<file path="src/rtl/sw_key_pkg.sv">
`default_nettype none
// ============================================================================
// Module      : sw_key_pkg
// Description : Shared types and reset constants for the switch/key conditioner.
// Revision    : 1.0 - initial release
// ============================================================================
package sw_key_pkg;

    typedef enum logic [1:0] {
        STABLE_LO = 2'd0,
        WAIT_HI   = 2'd1,
        STABLE_HI = 2'd2,
        WAIT_LO   = 2'd3
    } deb_state_t;

    // Raw-domain values the synchroniser chains hold in reset
    localparam logic c_sw_sync_rst  = 1'b0;   // switch low
    localparam logic c_key_sync_rst = 1'b1;   // active-low button released

endpackage : sw_key_pkg
`default_nettype wire

</file>
<file path="src/rtl/debounce_channel.sv">
`default_nettype none
// ============================================================================
// Module      : debounce_channel
// Description : Synchroniser chain plus four-state debounce FSM with strobes.
// Revision    : 1.0 - initial release
// ============================================================================
module debounce_channel
    import sw_key_pkg::*;
#(
    parameter int SYNC_STAGES     = 2,
    parameter int DEBOUNCE_CYCLES = 500000,
    parameter bit POL_INV         = 1'b0,
    parameter bit RESET_RAW       = 1'b0
) (
    input  logic clk,
    input  logic reset,
    input  logic raw_i,
    output logic level_o,
    output logic rise_o,
    output logic fall_o
);

    localparam int              CNT_W     = $clog2(DEBOUNCE_CYCLES);
    localparam logic [CNT_W-1:0] c_cnt_max = CNT_W'(DEBOUNCE_CYCLES - 1);
    localparam logic [CNT_W-1:0] c_cnt_one = CNT_W'(1);

    logic [SYNC_STAGES-1:0] sync_q;
    logic                   sync_lvl;
    deb_state_t             state_q;
    logic [CNT_W-1:0]       cnt_q;
    logic                   level_q;
    logic                   rise_q;
    logic                   fall_q;

    always_ff @(posedge clk or posedge reset) begin
        if (reset) begin
            sync_q <= {SYNC_STAGES{RESET_RAW}};
        end else begin
            sync_q <= {sync_q[SYNC_STAGES-2:0], raw_i};
        end
    end

    // Polarity fix-up after the last stage so the FSM always sees active-high
    assign sync_lvl = sync_q[SYNC_STAGES-1] ^ POL_INV;

    always_ff @(posedge clk or posedge reset) begin
        if (reset) begin
            state_q <= STABLE_LO;
            cnt_q   <= '0;
            level_q <= 1'b0;
            rise_q  <= 1'b0;
            fall_q  <= 1'b0;
        end else begin
            rise_q <= 1'b0;
            fall_q <= 1'b0;
            unique case (state_q)
                STABLE_LO: begin
                    if (sync_lvl) begin
                        state_q <= WAIT_HI;
                        cnt_q   <= '0;
                    end
                end
                WAIT_HI: begin
                    if (!sync_lvl) begin
                        state_q <= STABLE_LO;
                    end else if (cnt_q == c_cnt_max) begin
                        state_q <= STABLE_HI;
                        level_q <= 1'b1;
                        rise_q  <= 1'b1;
                    end else begin
                        cnt_q <= cnt_q + c_cnt_one;
                    end
                end
                STABLE_HI: begin
                    if (!sync_lvl) begin
                        state_q <= WAIT_LO;
                        cnt_q   <= '0;
                    end
                end
                WAIT_LO: begin
                    if (sync_lvl) begin
                        state_q <= STABLE_HI;
                    end else if (cnt_q == c_cnt_max) begin
                        state_q <= STABLE_LO;
                        level_q <= 1'b0;
                        fall_q  <= 1'b1;
                    end else begin
                        cnt_q <= cnt_q + c_cnt_one;
                    end
                end
                default: begin
                    state_q <= STABLE_LO;
                    cnt_q   <= '0;
                    level_q <= 1'b0;
                end
            endcase
        end
    end

    assign level_o = level_q;
    assign rise_o  = rise_q;
    assign fall_o  = fall_q;

endmodule : debounce_channel
`default_nettype wire

</file>
<file path="src/rtl/sw_key_conditioner.sv">
`default_nettype none
// ============================================================================
// Module      : sw_key_conditioner
// Description : Debounced W switch and single-step button feeding the detector.
// Revision    : 1.0 - initial release
// ============================================================================
module sw_key_conditioner
    import sw_key_pkg::*;
#(
    parameter int SYNC_STAGES     = 2,
    parameter int DEBOUNCE_CYCLES = 500000
) (
    input  logic clk,
    input  logic reset,
    input  logic sw_raw,
    input  logic key_n_raw,
    output logic w_clean,
    output logic w_changed,
    output logic key_level,
    output logic step_pulse
);

    logic sw_rise;
    logic sw_fall;
    logic key_fall;

    debounce_channel #(
        .SYNC_STAGES     (SYNC_STAGES),
        .DEBOUNCE_CYCLES (DEBOUNCE_CYCLES),
        .POL_INV         (1'b0),
        .RESET_RAW       (c_sw_sync_rst)
    ) u_sw_chan (
        .clk     (clk),
        .reset   (reset),
        .raw_i   (sw_raw),
        .level_o (w_clean),
        .rise_o  (sw_rise),
        .fall_o  (sw_fall)
    );

    // Button release is deliberately silent: only presses advance the detector
    debounce_channel #(
        .SYNC_STAGES     (SYNC_STAGES),
        .DEBOUNCE_CYCLES (DEBOUNCE_CYCLES),
        .POL_INV         (1'b1),
        .RESET_RAW       (c_key_sync_rst)
    ) u_key_chan (
        .clk     (clk),
        .reset   (reset),
        .raw_i   (key_n_raw),
        .level_o (key_level),
        .rise_o  (step_pulse),
        .fall_o  (key_fall)
    );

    assign w_changed = sw_rise | sw_fall;

    logic unused_key_fall;
    assign unused_key_fall = key_fall;

endmodule : sw_key_conditioner
`default_nettype wire

</file>
<file path="config.mk">
export PLATFORM = sky130hd
export DESIGN_NAME = sw_key_conditioner
export DESIGN_NICKNAME = d
export VERILOG_FILES = /design/src/rtl/sw_key_pkg.sv /design/src/rtl/debounce_channel.sv /design/src/rtl/sw_key_conditioner.sv
export SDC_FILE = /design/constraint.sdc
export NUM_CORES = 1
export LEC_CHECK = 0
export CORE_ASPECT_RATIO = 0.5
export CORE_MARGIN = 2
export CORE_UTILIZATION = 45
export CTS_BUF_LIST = sky130_fd_sc_hd__clkbuf_8 sky130_fd_sc_hd__clkbuf_16
export CTS_CLUSTER_DIAMETER = 200
export DETAILED_ROUTE_END_ITERATION = 8
export MAX_ROUTING_LAYER = met4
export PLACE_DENSITY = 0.68
export SYNTH_ARGS = -nofsm -noshare
export SYNTH_HDL_FRONTEND = slang
export SYNTH_SLANG_ARGS = --single-unit
</file>
<file path="constraint.sdc">
create_clock -name clk -period 2 [get_ports clk]
set_input_delay 0.4 -clock clk [delete_from_list [all_inputs] [get_ports clk]]
set_output_delay 0.4 -clock clk [all_outputs]
set_load 0.02 [all_outputs]
</file>
==> summary.md <==
| Metric | Value |
|---|---|
| Detail Route Antenna Nets | 0 |
| Most common cell in the synthesized netlist | dfrtp_1 |
| Post-DP HPWL | around 4200 um |
| Worst Hold Margin | roughly 0.35 ns |
| GRT overflow | 0 |
| Site Rows | 20 |
| Reg clk slew, reported paths | about 0.07 ns |
| Root buffer cell | clkbuf_16 |
| GR Util All Layers | 0.189 |
| Layout Nets | 319 |
| Fmax | approximately 530 MHz |
| Initial antenna violation count | 0 |
| CP endpoint kind | flop |
| Min Tclk post-route | 1.89 ns |
| Crit Path Class | flop to flop |
| Synth Instances | 289 |
| Via count | between 2,000 and 2,500 |
| Starting Density | 0.458 |
| Syn_area_per_cell | 9.48 sq um |
| Top FF cell, synth | dfrtp_1 |
| # hold bufs at CTS | 0 |
| Initial DRC Count | roughly 160 |
| Port Buffers | 7 |
| Synth Warn # | 0 |
| Depth of the CTS H-tree | 2 |
| First-pass detailed-route iteration total | 4 |
| Height of the die | a little under 60 um |
| Area post-placement | approximately 0.0030 sq mm |
| Peak supply drop | 0.333 mV |
| Pin count of the biggest net entering global routing | 22 |
| I/O Pins | 8 |
| CP required | between 2 and 2.5 ns |
| WP data arrival | 2.07 ns |
| Async set-reset flop share out of synthesis | 1.00 |
| Total Wirelength | approximately 5800 um |
| Setup TNS | 0 ns |
| Final worst slack | about 0.11 ns |
| Relative slew slack | 0.561 |
| First-pass GRT wire length | approximately 10000 um |
| Crit-path max FO | 2 |
| Startpoint class of the critical path | flop |
| # Max-Cap Violations | 0 |
| Layout cell share with drive strength beyond 1 | 0.153 |
| Leakage power | roughly 1.3 nW |
| Die width | about 110 um |
| Clk_skew | a little under 0.007 ns |
| CTS sink cnt | 51 |
| Antenna diode count | 0 |
| Max clock buf depth | 2 |
| RSZ-0062 raised after global routing | no |
| Register bit total from synthesis | 51 |
| Yosys cell types | 54 |
| Sequential fraction of the synthesis area | 0.467 |
| Setup Slack @ Placement | ~0.082 ns |
| Skew-Pair Late Insertion Delay | 0.29 ns |
| Placed Cells | ~380 |
| Pwr dens | 676 mW/mm^2 |
| Vias per cell | 5.92 |
| Core area | 0.00598 sq mm |
| Final RePlAce weighted congestion | approximately 0.89 |
| Synth top area cells | dfrtp_1 (45%), o21ai_0 (4.6%), nand2_1 (4.0%) |
| PnR Total Power | 2.13 mW |
| Min-delay worst type | flop to flop |
| Mapped Area | between 0.002 and 0.003 sq mm |
| Non-filler cells, final | slightly below 400 |
| Top post-synthesis cells by count | dfrtp_1 (49), nand2_1 (29), o21ai_0 (25) |
| Top cell type's share of synthesized area | 0.448 |
| Synth Net Count | between 200 and 300 |
| Largest area contributor in the synthesized netlist | dfrtp_1 |
| Final Hold Viols | 0 |
| DRC viols | 0 |
| Final Cell Area | ~0.0032 sq mm |
| Final Cycle Share | 0.947 |
| Worst Max-Slew Pin Slew | about 0.65 ns |
| WL per Instance | ~15 um |
| Status | finished, final reports clean |
| Max-slew violations | 0 |
| Die ar. | ~0.0068 sq mm |
| Setup violators final | 0 |
| CTS tree | built |
| CTS Buf Count | 5 |
| Synth-to-Final Area Change | 15.0% |
| Vias in the first global route | about 2,200 |
| Final Util | 0.527 |
| Post-synth EDFFs | 0 |
cell usage in the layout (no fill, tap or decap), drive strengths merged, types with 2 or more instances in the layout:
cell and instances:
a21oi 9, a22o 8, a31oi 4, a41oi 2, and2 2, and3 9
buf 20, clkbuf 7, clkdlybuf4s50 7, dfrtp 49, dfstp 2, ha 2
inv 11, mux2 5, mux2i 3, nand2 29, nand2b 2, nand3 16
nand3b 3, nand4 14, nor2 24, nor3 7, nor4 5, nor4b 3
o211ai 3, o21a 3, o21ai 26, o31ai 6, o41ai 4, or2 3
or3 2, or4 2, xnor2 2, xor2 6
logic make-up after synthesis:
family / share of synthesized area
muxes: 0.0315
AOI/OAI and AO/OA: 0.172
and+or+nand+nor: 0.250
adders and majority gates: 0.00914
buffers and inverters: 0.0452
xor gates and xnor gates: 0.0256
DFF: 0.467
flip-flops by register name (all words and copies together), names as in the netlist, named ones only:
register	flops
u_key_chan.cnt_q	19
u_sw_chan.cnt_q	19
u_key_chan.sync_q	2
u_sw_chan.sync_q	2
u_key_chan.level_o	1
u_key_chan.rise_o	1
u_key_chan.state_q	1
u_sw_chan.fall_o	1
u_sw_chan.level_o	1
u_sw_chan.rise_o	1
u_sw_chan.state_q	1
timing repair:
action,4_1_cts,5_1_grt
setup buffers,0,0
setup endpoints to repair,0,2
resized for setup,0,3
critical path, cell delays in order, from the launching register on:
cell,delay [ns]
dfrtp_1,0.40
nor4_2,0.29
nand4_1,0.19
nor4b_4,0.33
mux2_2,0.36
a22o_2,0.21
metal layers:
metal | vias up | track usage | wire length, um
li1 | 1115 | - | -
met1 | 1144 | 0.239 | 2740
met2 | 46 | 0.323 | 2770
met3 | 9 | 0.0317 | 206
met4 | 0 | 0.0453 | 79
met5 | - | - | 0
cell type report:
type	count	area [sq um]
well taps	77	96.3
repair buffers	27	228
flip-flops and latches	51	1280
inverters	12	45.0
clock inverters	1	7.51
multi-input cells	216	1340
clock buffers	7	153
fillers	531	2830
power by group:
part           leakage (nW)  internal [mW]  switching (mW)  total (mW)
sequential            0.692           1.06          0.0317        1.09
combinational         0.578         0.0594          0.0850       0.144
clock                0.0761          0.532           0.366       0.898
total                  1.35           1.65           0.482        2.13
final timing paths:
kind / start / to / slack, ns / cells after the start
setup / recovery: u_key_chan.cnt_q[11] / u_key_chan.cnt_q[0] / 0.11 / 5
hold / removal: u_sw_chan.sync_q[0] / u_sw_chan.sync_q[1] / 0.35 / 0
setup reg to reg: u_key_chan.cnt_q[11] / u_key_chan.cnt_q[0] / 0.11 / 5
hold reg to reg: u_sw_chan.sync_q[0] / u_sw_chan.sync_q[1] / 0.35 / 0
max in group asynchronous: reset / u_key_chan.sync_q[1] / 1.05 / 3
min in group asynchronous: reset / u_key_chan.cnt_q[9] / 0.38 / 2
No activity file was read; power rests on OpenSTA's default activity.
